[src/rtl/riscv_pkg.sv]
// Shared RV32I encoding constants and types for the instruction encoder
// and the decoder that consumes its words.
package riscv_pkg;

  localparam logic [6:0] OPC_R    = 7'b0110011;
  localparam logic [6:0] OPC_I    = 7'b0010011;
  localparam logic [6:0] OPC_LUI  = 7'b0110111;
  localparam logic [6:0] OPC_JAL  = 7'b1101111;
  localparam logic [6:0] OPC_JALR = 7'b1100111;

  localparam logic [2:0] FUNCT3_ADD_SUB = 3'b000;
  localparam logic [2:0] FUNCT3_JALR    = 3'b000;
  localparam logic [6:0] FUNCT7_BASE    = 7'b0000000;
  localparam logic [6:0] FUNCT7_ALT     = 7'b0100000;

  localparam logic [31:0] NOP_WORD = 32'h0000_0013;

  typedef enum logic [1:0] {
    ERR_NONE   = 2'b00,
    ERR_BAD_OP = 2'b01,
    ERR_IMM    = 2'b10,
    ERR_OVF    = 2'b11
  } err_code_e;

  typedef enum logic [1:0] {
    ST_IDLE = 2'b00,
    ST_RUN  = 2'b01,
    ST_FULL = 2'b10,
    ST_DONE = 2'b11
  } state_e;

  typedef struct packed {
    logic [6:0]  opcode;
    logic [4:0]  rd;
    logic [4:0]  rs1;
    logic [4:0]  rs2;
    logic [2:0]  funct3;
    logic [6:0]  funct7;
    logic [31:0] imm;
  } inst_fields_t;

endpackage

[src/rtl/inst_encoder_if.sv]
// Session control, field-bundle handshake and instruction-memory write port.
interface inst_encoder_if
  import riscv_pkg::*;
#(
  parameter int unsigned ADDR_W = 10
);

  logic              start;
  logic [ADDR_W-1:0] base_addr;
  logic              in_valid;
  logic              in_ready;
  logic              in_last;
  logic [6:0]        in_opcode;
  logic [4:0]        in_rd;
  logic [4:0]        in_rs1;
  logic [4:0]        in_rs2;
  logic [2:0]        in_funct3;
  logic [6:0]        in_funct7;
  logic [31:0]       in_imm;
  logic              mem_we;
  logic [ADDR_W-1:0] mem_addr;
  logic [31:0]       mem_wdata;
  logic              busy;
  logic              done;
  logic              err;
  err_code_e         err_code;
  logic [ADDR_W:0]   count;

  modport master (
    output start, base_addr, in_valid, in_last, in_opcode, in_rd, in_rs1,
           in_rs2, in_funct3, in_funct7, in_imm,
    input  in_ready, mem_we, mem_addr, mem_wdata, busy, done, err, err_code,
           count
  );

  modport slave (
    input  start, base_addr, in_valid, in_last, in_opcode, in_rd, in_rs1,
           in_rs2, in_funct3, in_funct7, in_imm,
    output in_ready, mem_we, mem_addr, mem_wdata, busy, done, err, err_code,
           count
  );

endinterface

[src/rtl/inst_pack.sv]
// Combinational RV32I field packer with opcode and immediate-range checks.
module inst_pack
  import riscv_pkg::*;
(
  input  inst_fields_t i_fields,
  output logic [31:0]  o_word,
  output logic         o_bad_op,
  output logic         o_bad_imm
);

  always_comb begin
    o_word    = NOP_WORD;
    o_bad_op  = 1'b0;
    o_bad_imm = 1'b0;
    case (i_fields.opcode)
      OPC_R: begin
        o_word = {i_fields.funct7, i_fields.rs2, i_fields.rs1, i_fields.funct3,
                  i_fields.rd, i_fields.opcode};
      end
      OPC_I: begin
        o_word    = {i_fields.imm[11:0], i_fields.rs1, i_fields.funct3,
                     i_fields.rd, i_fields.opcode};
        o_bad_imm = (i_fields.imm[31:11] != {21{i_fields.imm[11]}});
      end
      OPC_JALR: begin
        o_word    = {i_fields.imm[11:0], i_fields.rs1, FUNCT3_JALR,
                     i_fields.rd, i_fields.opcode};
        o_bad_imm = (i_fields.imm[31:11] != {21{i_fields.imm[11]}});
      end
      OPC_LUI: begin
        o_word    = {i_fields.imm[31:12], i_fields.rd, i_fields.opcode};
        o_bad_imm = |i_fields.imm[11:0];
      end
      OPC_JAL: begin
        o_word    = {i_fields.imm[20], i_fields.imm[10:1], i_fields.imm[11],
                     i_fields.imm[19:12], i_fields.rd, i_fields.opcode};
        // Jump offsets are halfword aligned; bit 0 cannot be encoded.
        o_bad_imm = (i_fields.imm[31:20] != {12{i_fields.imm[20]}}) |
                    i_fields.imm[0];
      end
      default: begin
        o_bad_op = 1'b1;
      end
    endcase
  end

endmodule

[src/rtl/inst_encoder.sv]
// Streaming RV32I encoder: packs accepted field bundles into consecutive
// instruction-memory words and tracks session status.
module inst_encoder
  import riscv_pkg::*;
#(
  parameter int unsigned ADDR_W = 10
)(
  input  logic           clk,
  input  logic           rst,
  inst_encoder_if.slave  bus
);

  localparam int unsigned     CNT_W = ADDR_W + 1;
  localparam logic [CNT_W-1:0] DEPTH = CNT_W'(1) << ADDR_W;

  state_e            r_state;
  logic [ADDR_W-1:0] r_addr;
  logic [ADDR_W-1:0] r_mem_addr;
  logic [31:0]       r_mem_wdata;
  logic              r_mem_we;
  logic              r_ready;
  logic              r_busy;
  logic              r_done;
  logic              r_err;
  err_code_e         r_err_code;
  logic [CNT_W-1:0]  r_count;

  inst_fields_t      w_fields;
  logic [31:0]       w_word;
  logic              w_bad_op;
  logic              w_bad_imm;
  logic              w_fire;
  logic [CNT_W-1:0]  w_count_inc;

  assign w_fields = '{opcode: bus.in_opcode, rd: bus.in_rd, rs1: bus.in_rs1,
                      rs2: bus.in_rs2, funct3: bus.in_funct3,
                      funct7: bus.in_funct7, imm: bus.in_imm};

  inst_pack u_pack (
    .i_fields  (w_fields),
    .o_word    (w_word),
    .o_bad_op  (w_bad_op),
    .o_bad_imm (w_bad_imm)
  );

  // r_ready is only set in RUN, so a handshake implies RUN.
  assign w_fire      = bus.in_valid & r_ready;
  assign w_count_inc = r_count + CNT_W'(1);

  always_ff @(posedge clk or posedge rst) begin
    if (rst) begin
      r_state     <= ST_IDLE;
      r_addr      <= '0;
      r_mem_addr  <= '0;
      r_mem_wdata <= '0;
      r_mem_we    <= 1'b0;
      r_ready     <= 1'b0;
      r_busy      <= 1'b0;
      r_done      <= 1'b0;
      r_err       <= 1'b0;
      r_err_code  <= ERR_NONE;
      r_count     <= '0;
    end else begin
      r_mem_we <= 1'b0;
      r_done   <= 1'b0;
      case (r_state)
        ST_IDLE: begin
          if (bus.start) begin
            r_state    <= ST_RUN;
            r_addr     <= bus.base_addr;
            r_count    <= '0;
            r_err      <= 1'b0;
            r_err_code <= ERR_NONE;
            r_ready    <= 1'b1;
            r_busy     <= 1'b1;
          end
        end
        ST_RUN: begin
          if (w_fire) begin
            r_mem_we    <= 1'b1;
            r_mem_addr  <= r_addr;
            r_mem_wdata <= w_word;
            r_addr      <= r_addr + ADDR_W'(1);
            r_count     <= w_count_inc;
            if ((r_err_code == ERR_NONE) && (w_bad_op || w_bad_imm)) begin
              r_err      <= 1'b1;
              r_err_code <= w_bad_op ? ERR_BAD_OP : ERR_IMM;
            end
            // Overflow is bounded by words written, not by address wrap.
            if (bus.in_last) begin
              r_state <= ST_DONE;
              r_ready <= 1'b0;
              r_busy  <= 1'b0;
            end else if (w_count_inc == DEPTH) begin
              r_state <= ST_FULL;
              r_ready <= 1'b0;
              r_busy  <= 1'b0;
            end
          end
        end
        ST_FULL: begin
          if (r_err_code == ERR_NONE) begin
            r_err      <= 1'b1;
            r_err_code <= ERR_OVF;
          end
          r_state <= ST_DONE;
        end
        ST_DONE: begin
          r_done  <= 1'b1;
          r_state <= ST_IDLE;
        end
        default: begin
          r_state <= ST_IDLE;
        end
      endcase
    end
  end

  assign bus.in_ready  = r_ready;
  assign bus.mem_we    = r_mem_we;
  assign bus.mem_addr  = r_mem_addr;
  assign bus.mem_wdata = r_mem_wdata;
  assign bus.busy      = r_busy;
  assign bus.done      = r_done;
  assign bus.err       = r_err;
  assign bus.err_code  = r_err_code;
  assign bus.count     = r_count;

endmodule

[src/flat_wrapper.sv]
// flat-port wrapper written by rule: the top's interface ports become plain ports
module inst_encoder_flat import riscv_pkg::*;
#(
  parameter int unsigned ADDR_W = 10
)
  (clk, rst, bus_start, bus_base_addr, bus_in_valid, bus_in_last, bus_in_opcode, bus_in_rd, bus_in_rs1, bus_in_rs2, bus_in_funct3, bus_in_funct7, bus_in_imm, bus_in_ready, bus_mem_we, bus_mem_addr, bus_mem_wdata, bus_busy, bus_done, bus_err, bus_err_code, bus_count);
  inst_encoder_if #(.ADDR_W(ADDR_W)) bus_i ();
  input  logic clk;
  input  logic rst;
  input wire logic [$bits(bus_i.start)-1:0] bus_start;
  input wire logic [$bits(bus_i.base_addr)-1:0] bus_base_addr;
  input wire logic [$bits(bus_i.in_valid)-1:0] bus_in_valid;
  input wire logic [$bits(bus_i.in_last)-1:0] bus_in_last;
  input wire logic [$bits(bus_i.in_opcode)-1:0] bus_in_opcode;
  input wire logic [$bits(bus_i.in_rd)-1:0] bus_in_rd;
  input wire logic [$bits(bus_i.in_rs1)-1:0] bus_in_rs1;
  input wire logic [$bits(bus_i.in_rs2)-1:0] bus_in_rs2;
  input wire logic [$bits(bus_i.in_funct3)-1:0] bus_in_funct3;
  input wire logic [$bits(bus_i.in_funct7)-1:0] bus_in_funct7;
  input wire logic [$bits(bus_i.in_imm)-1:0] bus_in_imm;
  output wire logic [$bits(bus_i.in_ready)-1:0] bus_in_ready;
  output wire logic [$bits(bus_i.mem_we)-1:0] bus_mem_we;
  output wire logic [$bits(bus_i.mem_addr)-1:0] bus_mem_addr;
  output wire logic [$bits(bus_i.mem_wdata)-1:0] bus_mem_wdata;
  output wire logic [$bits(bus_i.busy)-1:0] bus_busy;
  output wire logic [$bits(bus_i.done)-1:0] bus_done;
  output wire logic [$bits(bus_i.err)-1:0] bus_err;
  output wire logic [$bits(bus_i.err_code)-1:0] bus_err_code;
  output wire logic [$bits(bus_i.count)-1:0] bus_count;
  assign bus_i.start = bus_start;
  assign bus_i.base_addr = bus_base_addr;
  assign bus_i.in_valid = bus_in_valid;
  assign bus_i.in_last = bus_in_last;
  assign bus_i.in_opcode = bus_in_opcode;
  assign bus_i.in_rd = bus_in_rd;
  assign bus_i.in_rs1 = bus_in_rs1;
  assign bus_i.in_rs2 = bus_in_rs2;
  assign bus_i.in_funct3 = bus_in_funct3;
  assign bus_i.in_funct7 = bus_in_funct7;
  assign bus_i.in_imm = bus_in_imm;
  assign bus_in_ready = bus_i.in_ready;
  assign bus_mem_we = bus_i.mem_we;
  assign bus_mem_addr = bus_i.mem_addr;
  assign bus_mem_wdata = bus_i.mem_wdata;
  assign bus_busy = bus_i.busy;
  assign bus_done = bus_i.done;
  assign bus_err = bus_i.err;
  assign bus_err_code = bus_i.err_code;
  assign bus_count = bus_i.count;
  inst_encoder #(.ADDR_W(ADDR_W)) u_core (.clk(clk), .rst(rst), .bus(bus_i));
endmodule
[config.mk]
export PLATFORM = sky130hd
export DESIGN_NAME = inst_encoder_flat
export DESIGN_NICKNAME = d
export VERILOG_FILES = /design/src/rtl/riscv_pkg.sv /design/src/rtl/inst_encoder_if.sv /design/src/rtl/inst_pack.sv /design/src/rtl/inst_encoder.sv /design/src/flat_wrapper.sv
export SDC_FILE = /design/constraint.sdc
export NUM_CORES = 1
export LEC_CHECK = 0
export CAP_MARGIN = 15
export CORE_ASPECT_RATIO = 1.5
export CORE_MARGIN = 2
export CORE_UTILIZATION = 45
export DETAILED_ROUTE_END_ITERATION = 16
export PLACE_DENSITY_LB_ADDON = 0.2
export SLEW_MARGIN = 20
export SYNTH_ARGS = -nofsm -noshare
export SYNTH_HDL_FRONTEND = slang
export SYNTH_SLANG_ARGS = --single-unit
[constraint.sdc]
create_clock -name clk -period 2.9 [get_ports clk]
set_input_delay 0.725 -clock clk [delete_from_list [all_inputs] [get_ports clk]]
set_output_delay 0.725 -clock clk [all_outputs]
set_load 0.005 [all_outputs]
==> results.py, run 1 <==
metrics = {
    "min_path": {
        "hp-start": "u_core.bus.mem_wdata[1]",
        "hold_class": "reg -> reg",
    },
    "setup_path": {
        "rr_startpoint": "u_core.bus.count[0]",
        "r2r_slack_ns": 0.59,
        "crit_fanout": 3,
        "worst_ep_arrival_time_ns": 2.77,
        "critPathKind": "in -> reg",
        "cp-end-kind": "flip-flop",
        "cp_data_required_time_ns": 3.10,
        "startpoint": "bus_in_imm[17]",
        "startpoint_type": "primary input",
    },
    "drt": {
        "top_layer": "met4",
        "drt_iter0_markers": 183,
        "wirelength_um": 10700,
        "vias": 3857,
        "remaining_drc_errors": 0,
        "first_pass_iters": 8,
        "wire_per_inst_um": 15.9,
        "wirelength_met1_um": 3930,
        "viasPerCell": 5.70,
        "dr_wl_met2_um": 5660,
        "route.met3.wl_um": 804,
        "antenna_left": 0,
    },
    "status": {
        "status": "finished clean",
    },
    "cts": {
        "cts.path.max_buffers": 2,
        "cts.sinks": 71,
        "postCtsSetupRepairBufs": 0,
        "cts_root_buffer": "clkbuf_16",
        "h-tree-depth": 3,
        "numCtsBuffers": 9,
        "clkTransAtPathRegs_ns": 0.06,
        "cts_hold_buf": 0,
        "clock_latency_ns": 0.34,
        "cts_tree": "done",
        "cts_resized": 0,
    },
    "final_layout": {
        "layout-drive-gt1-share_pct": 8.74,
        "areaGrowthSynthToFinish_pct": 53.0,
        "multi_input_area_um2": 1800,
        "nFillCells": 633,
        "nets": 652,
        "antenna_cells": 0,
        "regArea_um2": 1780,
    },
    "synthesis": {
        "synth_flop_cell": "dfrtp_1",
        "syn_area_um2": 3690,
        "syn_area_per_cell_um2": 8.86,
        "yosysWarnings": 0,
        "yosysSeqAreaShare_pct": 48.2,
        "syn_inst": 416,
        "syn_nets": 501,
        "ys_types": 52,
        "ys_ff_latch": 71,
        "synth_edf_count": 0,
        "postSynth.asyncResetShare_pct": 100,
    },
    "placement": {
        "dpl.hpwl_um": 8210,
        "finalWeightedCongestion": 0.862,
        "post-place-ws_ns": -0.0243,
        "numPortBuffers": 138,
    },
    "grt": {
        "grt_max_degree": 52,
        "grt_pass1_vias": 3861,
        "grtUsageTotal_pct": 24.9,
        "antenna_found_initial": 0,
        "grt.overflow.total": 0,
        "grt_pass1_wl_um": 17500,
    },
    "power_and_ir_drop": {
        "p_int_w": 0.00299,
        "power.switching_w": 0.00148,
        "power_frac_clock_pct": 28.5,
        "power_frac_comb_pct": 38.0,
        "p_sw_share_pct": 33.2,
        "leakagePower_nw": 2.36,
        "p_seq_share_pct": 33.5,
        "p_per_area_nw_per_um2": 794,
        "ir_drop_v": 0.000442,
    },
    "floorplanning": {
        "num_rows": 40,
        "core-area_um2": 7960,
        "die_area_um2": 8950,
        "die_h_um": 115,
        "ioPinCount": 139,
        "start_util_pct": 46.3,
        "fp.dieW_um": 77.9,
    },
    "timing": {
        "slew_violations": 0,
        "setup_tns_ns": 0,
        "worst_pin_slew_ns": 0.664,
        "min_period_over_period_pct": 88.8,
        "period_needed_ns": 2.58,
        "setup_viol": 0,
        "setup_slack_ns": 0.324,
        "whs_ns": 0.472,
        "max_freq_ghz": 0.388,
        "slew_headroom_pct": 55.7,
        "rsz0062_at_grt": "false",
        "fin_skew_ns": 0.00878,
        "hold_viol": 0,
    },
    "run": {
        "maxCapViolCount": 0,
    },
}
-- final timing paths --
check | end | depth (start not counted)
setup reg to reg | u_core.r_state[1] | 7
hold / removal | u_core.bus.mem_wdata[1] | 1
setup / recovery | u_core.bus.err_code[0] | 8
max in group asynchronous | u_core.bus.mem_addr[8] | 3
min in group asynchronous | u_core.bus.mem_wdata[5] | 2
hold reg to reg | u_core.bus.mem_wdata[1] | 1
-- cell families (layout without fill, tap and decap cells) --
group / Yosys count / after routing / synth area share, %
mux: 2 / 2 / 0.577
simple gates: 197 / 197 / 25.5
buf+inv: 28 / 184 / 3.16
compound gates: 110 / 110 / 20.1
flops: 71 / 71 / 48.2
fa+ha+maj: 6 / 6 / 2.04
xor+xnor: 2 / 2 / 0.475
-- critical path, stage by stage --
cell             delay, ns
clkdlybuf4s50_1       0.44
or4_1                 0.52
nor4_1                0.24
buf_4                 0.17
o22ai_1               0.09
a221oi_2              0.30
nand4b_1              0.19
o22ai_1               0.10
-- flip-flops by register name, indices dropped and copies added, names as in the netlist --
name and count:
u_core.bus.err_code 2, u_core.bus.mem_we 1, u_core.bus.err 1, u_core.r_state 2, u_core.bus.in_ready 1, u_core.bus.mem_wdata 32
u_core.bus.count 11, u_core.r_addr 10, u_core.bus.mem_addr 10, u_core.bus.done 1
-- cells in the final DEF, fill, tap and decap left out, types with 6 or more instances in the layout --
cell type        instances
clkdlybuf4s50_1        138
nand2_1                 87
o21ai_0                 41
ha_1                     6
inv_1                    7
nor3_1                   8
buf_4                   20
dfrtp_1                 71
o22ai_1                  7
nor2_1                  37
a31oi_1                  6
nor4_1                   6
clkbuf_16                9
a222oi_1                12
nand3_1                 17
nand4_1                  7
a22oi_1                  7
a21oi_1                 12
-- cells in the mapped netlist (3+ instances only) --
cell type  instances  area, µm²
a222oi_1          12        120
buf_2              3       15.0
and2_1             3       18.8
or4_1              3       22.5
o22ai_1            7       43.8
a22oi_1            7       52.6
a21oi_1           12       60.1
and3_1             5       31.3
nor2_1            37        139
nand2b_1           5       31.3
clkbuf_1          14       52.6
o21ai_0           42        210
nand4_1            7       43.8
inv_1              8       30.0
a31oi_1            6       37.5
dfrtp_1           71       1780
a221oi_1           3       26.3
ha_1               6       75.1
nand3_1           18       90.1
nor3_1             8       40.0
nor4_1             6       37.5
nand2_1           87        327
nor3b_1            3       22.5
nor2b_1            3       18.8
-- area by class of cell --
type / count / share of cell area (%)
Multi-Input combinational cell: 317 / 31.9
Timing Repair Buffer: 159 / 27.5
Inverter: 9 / 0.599
Clock buffer: 11 / 4.30
Sequential cell: 71 / 31.5
Clock inverter: 5 / 1.86
Tap cell: 105 / 2.33
-- stage by stage --
stage	std cells	instance area, µm²	power [W]	util, %
after floorplan	416	3690	0.00240	-
after global placement	661	5290	0.00317	66.5
after detailed placement	661	5290	0.00322	66.5
after CTS	677	5640	0.00451	70.9
after global routing	677	5640	0.00477	70.9
final	677	5640	0.00448	70.9
-- power groups by stage --
stage                     logic (W)  clock network, W  registers [W]
final                       0.00170           0.00128        0.00150
after global routing        0.00189           0.00134        0.00154
after CTS                   0.00172           0.00129        0.00150
after detailed placement    0.00171                 0        0.00151
after global placement      0.00167                 0        0.00150
after floorplan            0.000921                 0        0.00148
-- routing by layer --
layer | GRT usage [%] | up-vias
li1 | - | 1825
met3 | 8.01 | 31
met4 | 12.0 | 0
met2 | 45.0 | 166
met1 | 26.0 | 1835
met5 | 0 | -
Note: power is estimated with default switching activity, not from simulation.
==> run 2, diff against run 1 <==
- ABC_AREA: unset -> 1
- CAP_MARGIN: 15 -> 20
- CORE_UTILIZATION: 45 -> 46
- PLACE_DENSITY_LB_ADDON: 0.2 -> 0.08
==> run 2 against run 1 <==
  * Critical path type unchanged
  * Synthesized cell count up 32%
  * Register-to-register slack improved by 0.21 ns
  * Critical path depth is 6 higher
  * Non-clock buffer count decreased by 13
==> results.py, run 2 <==
metrics = {
    "status": {
        "status": "finished clean",
    },
    "timing": {
        "slew_headroom_pct": 59.5,
        "setup_viol": 0,
        "period_needed_ns": 2.26,
        "rsz0062_at_grt": "false",
        "slew_violations": 0,
        "min_period_over_period_pct": 77.9,
        "fin_skew_ns": 0.00816,
        "max_freq_ghz": 0.443,
        "hold_viol": 0,
        "worst_pin_slew_ns": 0.607,
        "setup_tns_ns": 0,
    },
    "final_layout": {
        "multi_input_area_um2": 1900,
        "nFillCells": 720,
        "layout_commonest_cell": "nand2_1",
        "mostFrequentLayoutCells": "nand2_1, clkdlybuf4s50_1, dfrtp_1",
        "layout-drive-gt1-share_pct": 8.01,
        "areaGrowthSynthToFinish_pct": 46.2,
        "largest_register_ffs": 32,
        "fin_util_pct": 69.3,
        "nets": 779,
        "postLayoutCellArea_um2": 5830,
        "regArea_um2": 1780,
        "finalNonFillerCells": 806,
        "antenna_cells": 0,
    },
    "grt": {
        "grtUsageTotal_pct": 26.7,
        "grt_pass1_vias": 4267,
        "antenna_found_initial": 0,
        "grt_max_degree": 32,
        "grt.overflow.total": 0,
        "grt_pass1_wl_um": 19700,
    },
    "cts": {
        "cts_hold_buf": 0,
        "clock_latency_ns": 0.34,
        "cts.path.max_buffers": 2,
        "numCtsBuffers": 9,
        "clkTransAtPathRegs_ns": 0.06,
        "cts_tree": "done",
        "cts_root_buffer": "clkbuf_16",
        "cts.sinks": 71,
        "cts_resized": 0,
        "h-tree-depth": 3,
        "postCtsSetupRepairBufs": 0,
    },
    "min_path": {
        "hold_class": "reg -> reg",
        "hp-start": "u_core.bus.mem_wdata[0]",
        "min_path_cells": 1,
    },
    "setup_path": {
        "cp_data_required_time_ns": 3.14,
        "startpoint_type": "primary input",
        "worst-path-buf-inv": 3,
        "r2r_cells": 10,
        "critPathKind": "in -> reg",
        "crit_cells": 14,
        "startpoint": "bus_in_opcode[0]",
        "crit_end": "u_core.bus.err_code[1]",
        "cp_top_family": "simple AND/OR/NAND/NOR gates",
        "worst_ep_arrival_time_ns": 2.50,
        "slowest_stage": "clkdlybuf4s50_1",
        "cp_common_cell": "nand2_1",
        "r2r_slack_ns": 0.80,
        "rr_startpoint": "u_core.r_state[0]",
        "r2r-end": "u_core.r_addr[3]",
        "cp_slowest_stage_delay_ns": 0.46,
        "cp-end-kind": "flip-flop",
        "cp_cell_sequence": "clkdlybuf4s50_1 > nand2_1 > nor2_1 > nand2_2 > inv_2 > nand2_1 > nand2_1 > inv_1 > nand3_1 > nand2_1 > nand2_2 > nand2_1 > nand2_1 > nand2_1",
        "crit_fanout": 13,
    },
    "synthesis": {
        "syn_area_um2": 3990,
        "synth_flop_cell": "dfrtp_1",
        "synthTopCellsByArea": "dfrtp_1, nand2_1, inv_1",
        "ys_types": 40,
        "postSynth.asyncResetShare_pct": 100,
        "synth_most_common_cell": "nand2_1",
        "synth_top_area_share_pct": 44.5,
        "synth_common_cells": "nand2_1, dfrtp_1, inv_1",
        "yosysSeqAreaShare_pct": 44.5,
        "ys_ff_latch": 71,
        "syn_inst": 550,
        "synth_edf_count": 0,
        "synth_area_leader_cell": "dfrtp_1",
        "yosysWarnings": 0,
        "syn_area_per_cell_um2": 7.26,
        "syn_nets": 635,
    },
    "placement": {
        "dpl.hpwl_um": 9000,
        "dpl_cell_area_um2": 5530,
        "finalWeightedCongestion": 0.914,
        "placed_cells": 790,
        "numPortBuffers": 138,
    },
    "power_and_ir_drop": {
        "p_per_area_nw_per_um2": 727,
        "leakagePower_nw": 2.76,
        "ir_drop_v": 0.000564,
    },
    "drt": {
        "vias": 4185,
        "wire_per_inst_um": 14.9,
        "antenna_left": 0,
        "wirelength_um": 12000,
        "remaining_drc_errors": 0,
        "drt_iter0_markers": 259,
        "first_pass_iters": 5,
        "viasPerCell": 5.19,
    },
    "floorplanning": {
        "core-area_um2": 8410,
        "die_h_um": 118,
        "start_util_pct": 47.4,
        "fp.dieW_um": 80.1,
        "die_area_um2": 9450,
        "num_rows": 41,
        "ioPinCount": 139,
    },
    "run": {
        "maxCapViolCount": 0,
    },
}
run 2: cell count changes after synthesis, moves of 6 or more:
cell / previous run / this run
nand2_1: 87 / 196
inv_1: 8 / 58
o21ai_0: 42 / 21
o21ai_1: 1 / 17
a222oi_1: 12 / 0
nand3_1: 18 / 29
nor2_1: 37 / 48
clkbuf_1: 14 / 5
inv_2: 0 / 9
nand2_2: 0 / 8
a31oi_1: 6 / 0
nor4_1: 6 / 0
run 2: cells by family (layout without fill, tap and decap cells):
kind of cell	count (synthesis)	after routing	synth area share, %
compound gates	79	79	11.8
simple gates	307	307	32.5
buf+inv	81	230	7.96
xor+xnor	6	6	1.32
fa+ha+maj	6	6	1.88
flops	71	71	44.5
run 2: how the worst min path moves through the flow:
| stage | end | slack [ns] |
|---|---|---|
| CTS | u_core.bus.mem_wdata[0] | 0.47 |
| global placement | u_core.bus.mem_wdata[1] | 0.45 |
| global route | u_core.bus.mem_wdata[0] | 0.49 |
| floorplan | u_core.bus.mem_wdata[0] | 0.46 |
| finish | u_core.bus.mem_wdata[0] | 0.47 |
| detailed placement | u_core.bus.mem_wdata[0] | 0.46 |
run 2: final cells by class:
| cell class | count | area share, % |
|---|---|---|
| clock buffers | 9 | 3.86 |
| repair buffers | 146 | 25.1 |
| well taps | 107 | 2.29 |
| inverters | 68 | 4.37 |
| multi-input cells | 398 | 32.5 |
| clock inverters | 7 | 1.37 |
| flip-flops and latches | 71 | 30.5 |
run 2: through the flow:
step                power (W)  setup slack [ns]  hold WS [ns]
floorplan             0.00232             0.378         0.465
global placement      0.00306             0.401         0.453
detailed placement    0.00312             0.299         0.456
CTS                   0.00426             0.660         0.471
global route          0.00453             0.441         0.488
finish                0.00424             0.642         0.467
run 2: metal layers:
layer / vias up / share of wire (%) / GRT usage, %
li1: 2042 / - / -
met1: 1974 / 39 / 30.3
met2: 140 / 53 / 46.8
met3: 29 / 5.8 / 5.75
met4: 0 / 3.0 / 11.9
met5: - / 0 / 0
run 2: report_power, final:
part	total, W	internal [W]	switching, W
Clock	0.00114	0.000674	0.000461
Combinational	0.00166	0.000790	0.000870
Sequential	0.00144	0.00125	0.000190
Total	0.00424	0.00272	0.00152
==> run 3, diff against run 2 <==
- clock period: 2.9 -> 2.3 ns (I/O delays scaled with it)
==> run 3 against run 2 <==
  * Final area grew 1.2%
  * Core utilization increased by 0.86 points
  * Register-to-register slack got worse by 0.50 ns
  * Non-clock buffer count is 7 higher
  * Routed wire length grew 1.0%
  * Critical path depth fell by 6
  * Global-route usage about the same
  * Critical endpoint is now u_core.r_addr[5]
==> results.py, run 3 (synthesis results as in run 2) <==
metrics = {
    "timing": {
        "setup_slack_ns": 0.300,
        "fin_skew_ns": 0.00457,
        "worst_pin_slew_ns": 0.397,
        "min_period_over_period_pct": 87.0,
        "slew_headroom_pct": 73.5,
        "rsz0062_at_grt": "false",
        "slew_violations": 0,
        "setup_tns_ns": 0,
        "hold_viol": 0,
        "setup_viol": 0,
        "max_freq_ghz": 0.500,
        "period_needed_ns": 2.00,
    },
    "min_path": {
        "hold_path_end": "u_core.bus.mem_wdata[22]",
        "hp-start": "u_core.bus.mem_wdata[22]",
        "min_path_cells": 2,
        "hold_class": "reg -> reg",
    },
    "power_and_ir_drop": {
        "ir_drop_v": 0.000673,
        "leakagePower_nw": 2.80,
        "p_per_area_nw_per_um2": 918,
    },
    "setup_path": {
        "worst_ep_arrival_time_ns": 2.25,
        "rr_startpoint": "u_core.r_state[1]",
        "cp-end-kind": "flip-flop",
        "r2r-end": "u_core.r_addr[5]",
        "startpoint_type": "flip-flop",
        "cp_data_required_time_ns": 2.55,
        "crit_fanout": 10,
        "r2r_slack_ns": 0.30,
        "critPathKind": "reg -> reg",
        "r2r_cells": 8,
    },
    "floorplanning": {
        "die_h_um": 118,
        "fp.dieW_um": 80.1,
        "ioPinCount": 139,
        "core-area_um2": 8410,
        "start_util_pct": 47.4,
        "num_rows": 41,
        "die_area_um2": 9450,
    },
    "placement": {
        "numPortBuffers": 138,
        "dpl.hpwl_um": 9180,
        "dpl_cell_area_um2": 5590,
        "finalWeightedCongestion": 0.912,
        "post-place-ws_ns": 0.00617,
    },
    "final_layout": {
        "nets": 786,
        "layout-drive-gt1-share_pct": 9.07,
        "largest_register_ffs": 32,
        "layout_commonest_cell": "nand2_1",
        "postLayoutCellArea_um2": 5910,
        "antenna_cells": 0,
        "areaGrowthSynthToFinish_pct": 48.0,
        "mostFrequentLayoutCells": "nand2_1, clkdlybuf4s50_1, dfrtp_1",
    },
    "grt": {
        "grt_pass1_wl_um": 19800,
        "grtUsageTotal_pct": 26.7,
        "grt_pass1_vias": 4327,
        "grt.overflow.total": 0,
        "grt_max_degree": 72,
        "antenna_found_initial": 0,
    },
    "drt": {
        "antenna_left": 0,
        "drt_iter0_markers": 183,
        "wire_per_inst_um": 14.9,
        "first_pass_iters": 4,
        "remaining_drc_errors": 0,
        "viasPerCell": 5.20,
        "wirelength_um": 12100,
        "vias": 4227,
    },
    "cts": {
        "clkTransAtPathRegs_ns": 0.06,
        "numCtsBuffers": 9,
        "cts.sinks": 71,
        "clock_latency_ns": 0.34,
        "h-tree-depth": 3,
        "cts_root_buffer": "clkbuf_16",
        "cts_tree": "done",
        "cts.path.max_buffers": 2,
    },
    "run": {
        "maxCapViolCount": 0,
    },
    "status": {
        "status": "finished clean",
    },
}
run 3: cell count changes in the layout (fill, tap and decap cells not counted), sizes merged:
cell and change:
buf +7, clkbuf +3, clkinv -2, clkinvlp +2, inv -3
run 3: worst max path at each step:
stage,from,endpoint,cells past startpoint
2_1_floorplan,u_core.r_state[0],u_core.r_addr[2],9
3_3_place_gp,bus_in_opcode[0],u_core.bus.mem_wdata[17],8
3_5_place_dp,bus_in_opcode[0],u_core.bus.err,13
4_1_cts,u_core.r_state[1],u_core.r_addr[5],8
5_1_grt,u_core.r_state[0],u_core.r_addr[0],10
6_report,u_core.r_state[1],u_core.r_addr[5],8
run 3: what timing repair did:
action                                  4_1_cts  5_1_grt
endpoints found under the setup margin        0        2
gates resized for setup                       0        1
hold buffers                                  0        0
buffers inserted                              0        0
run 3: metrics by stage:
step,hold slack (ns),std cells,util [%],total power [W]
6_report,0.480,813,70.2,0.00542
5_1_grt,0.497,813,70.2,0.00578
4_1_cts,0.482,813,70.2,0.00545
3_5_place_dp,0.464,797,66.4,0.00396
3_3_place_gp,0.453,797,66.4,0.00389
2_1_floorplan,0.465,550,-,0.00292
run 3: critical path, cell delays in order, from the launching register on:
cell and delay (ns):
dfrtp_1 0.42, inv_1 0.12, ha_2 0.30, inv_2 0.13, nor2_1 0.28, nand2_2 0.23, inv_2 0.18, o21ai_0 0.10
o221ai_1 0.14
run 3: cell type report:
cell class / count / area [µm²]
Multi-Input combinational cell: 398 / 1900
Timing Repair Buffer: 153 / 1520
Fill cell: 740 / 2510
Clock inverter: 4 / 52.6
Sequential cell: 71 / 1780
Tap cell: 107 / 134
Clock buffer: 12 / 267
Inverter: 68 / 259
run 3: metal layers:
metal	wire length, µm	up-vias	share of wire, %	track usage, %
met3	737	24	6.1	5.29
met2	6530	151	54	48.9
met5	0	-	0	0
li1	-	2065	-	-
met4	292	0	2.4	10.4
met1	4560	1987	38	29.3
run 3: power breakdown:
group | switching, W | internal [W]
registers | 0.000239 | 0.00158
clock network | 0.000542 | 0.000928
logic | 0.00111 | 0.00103
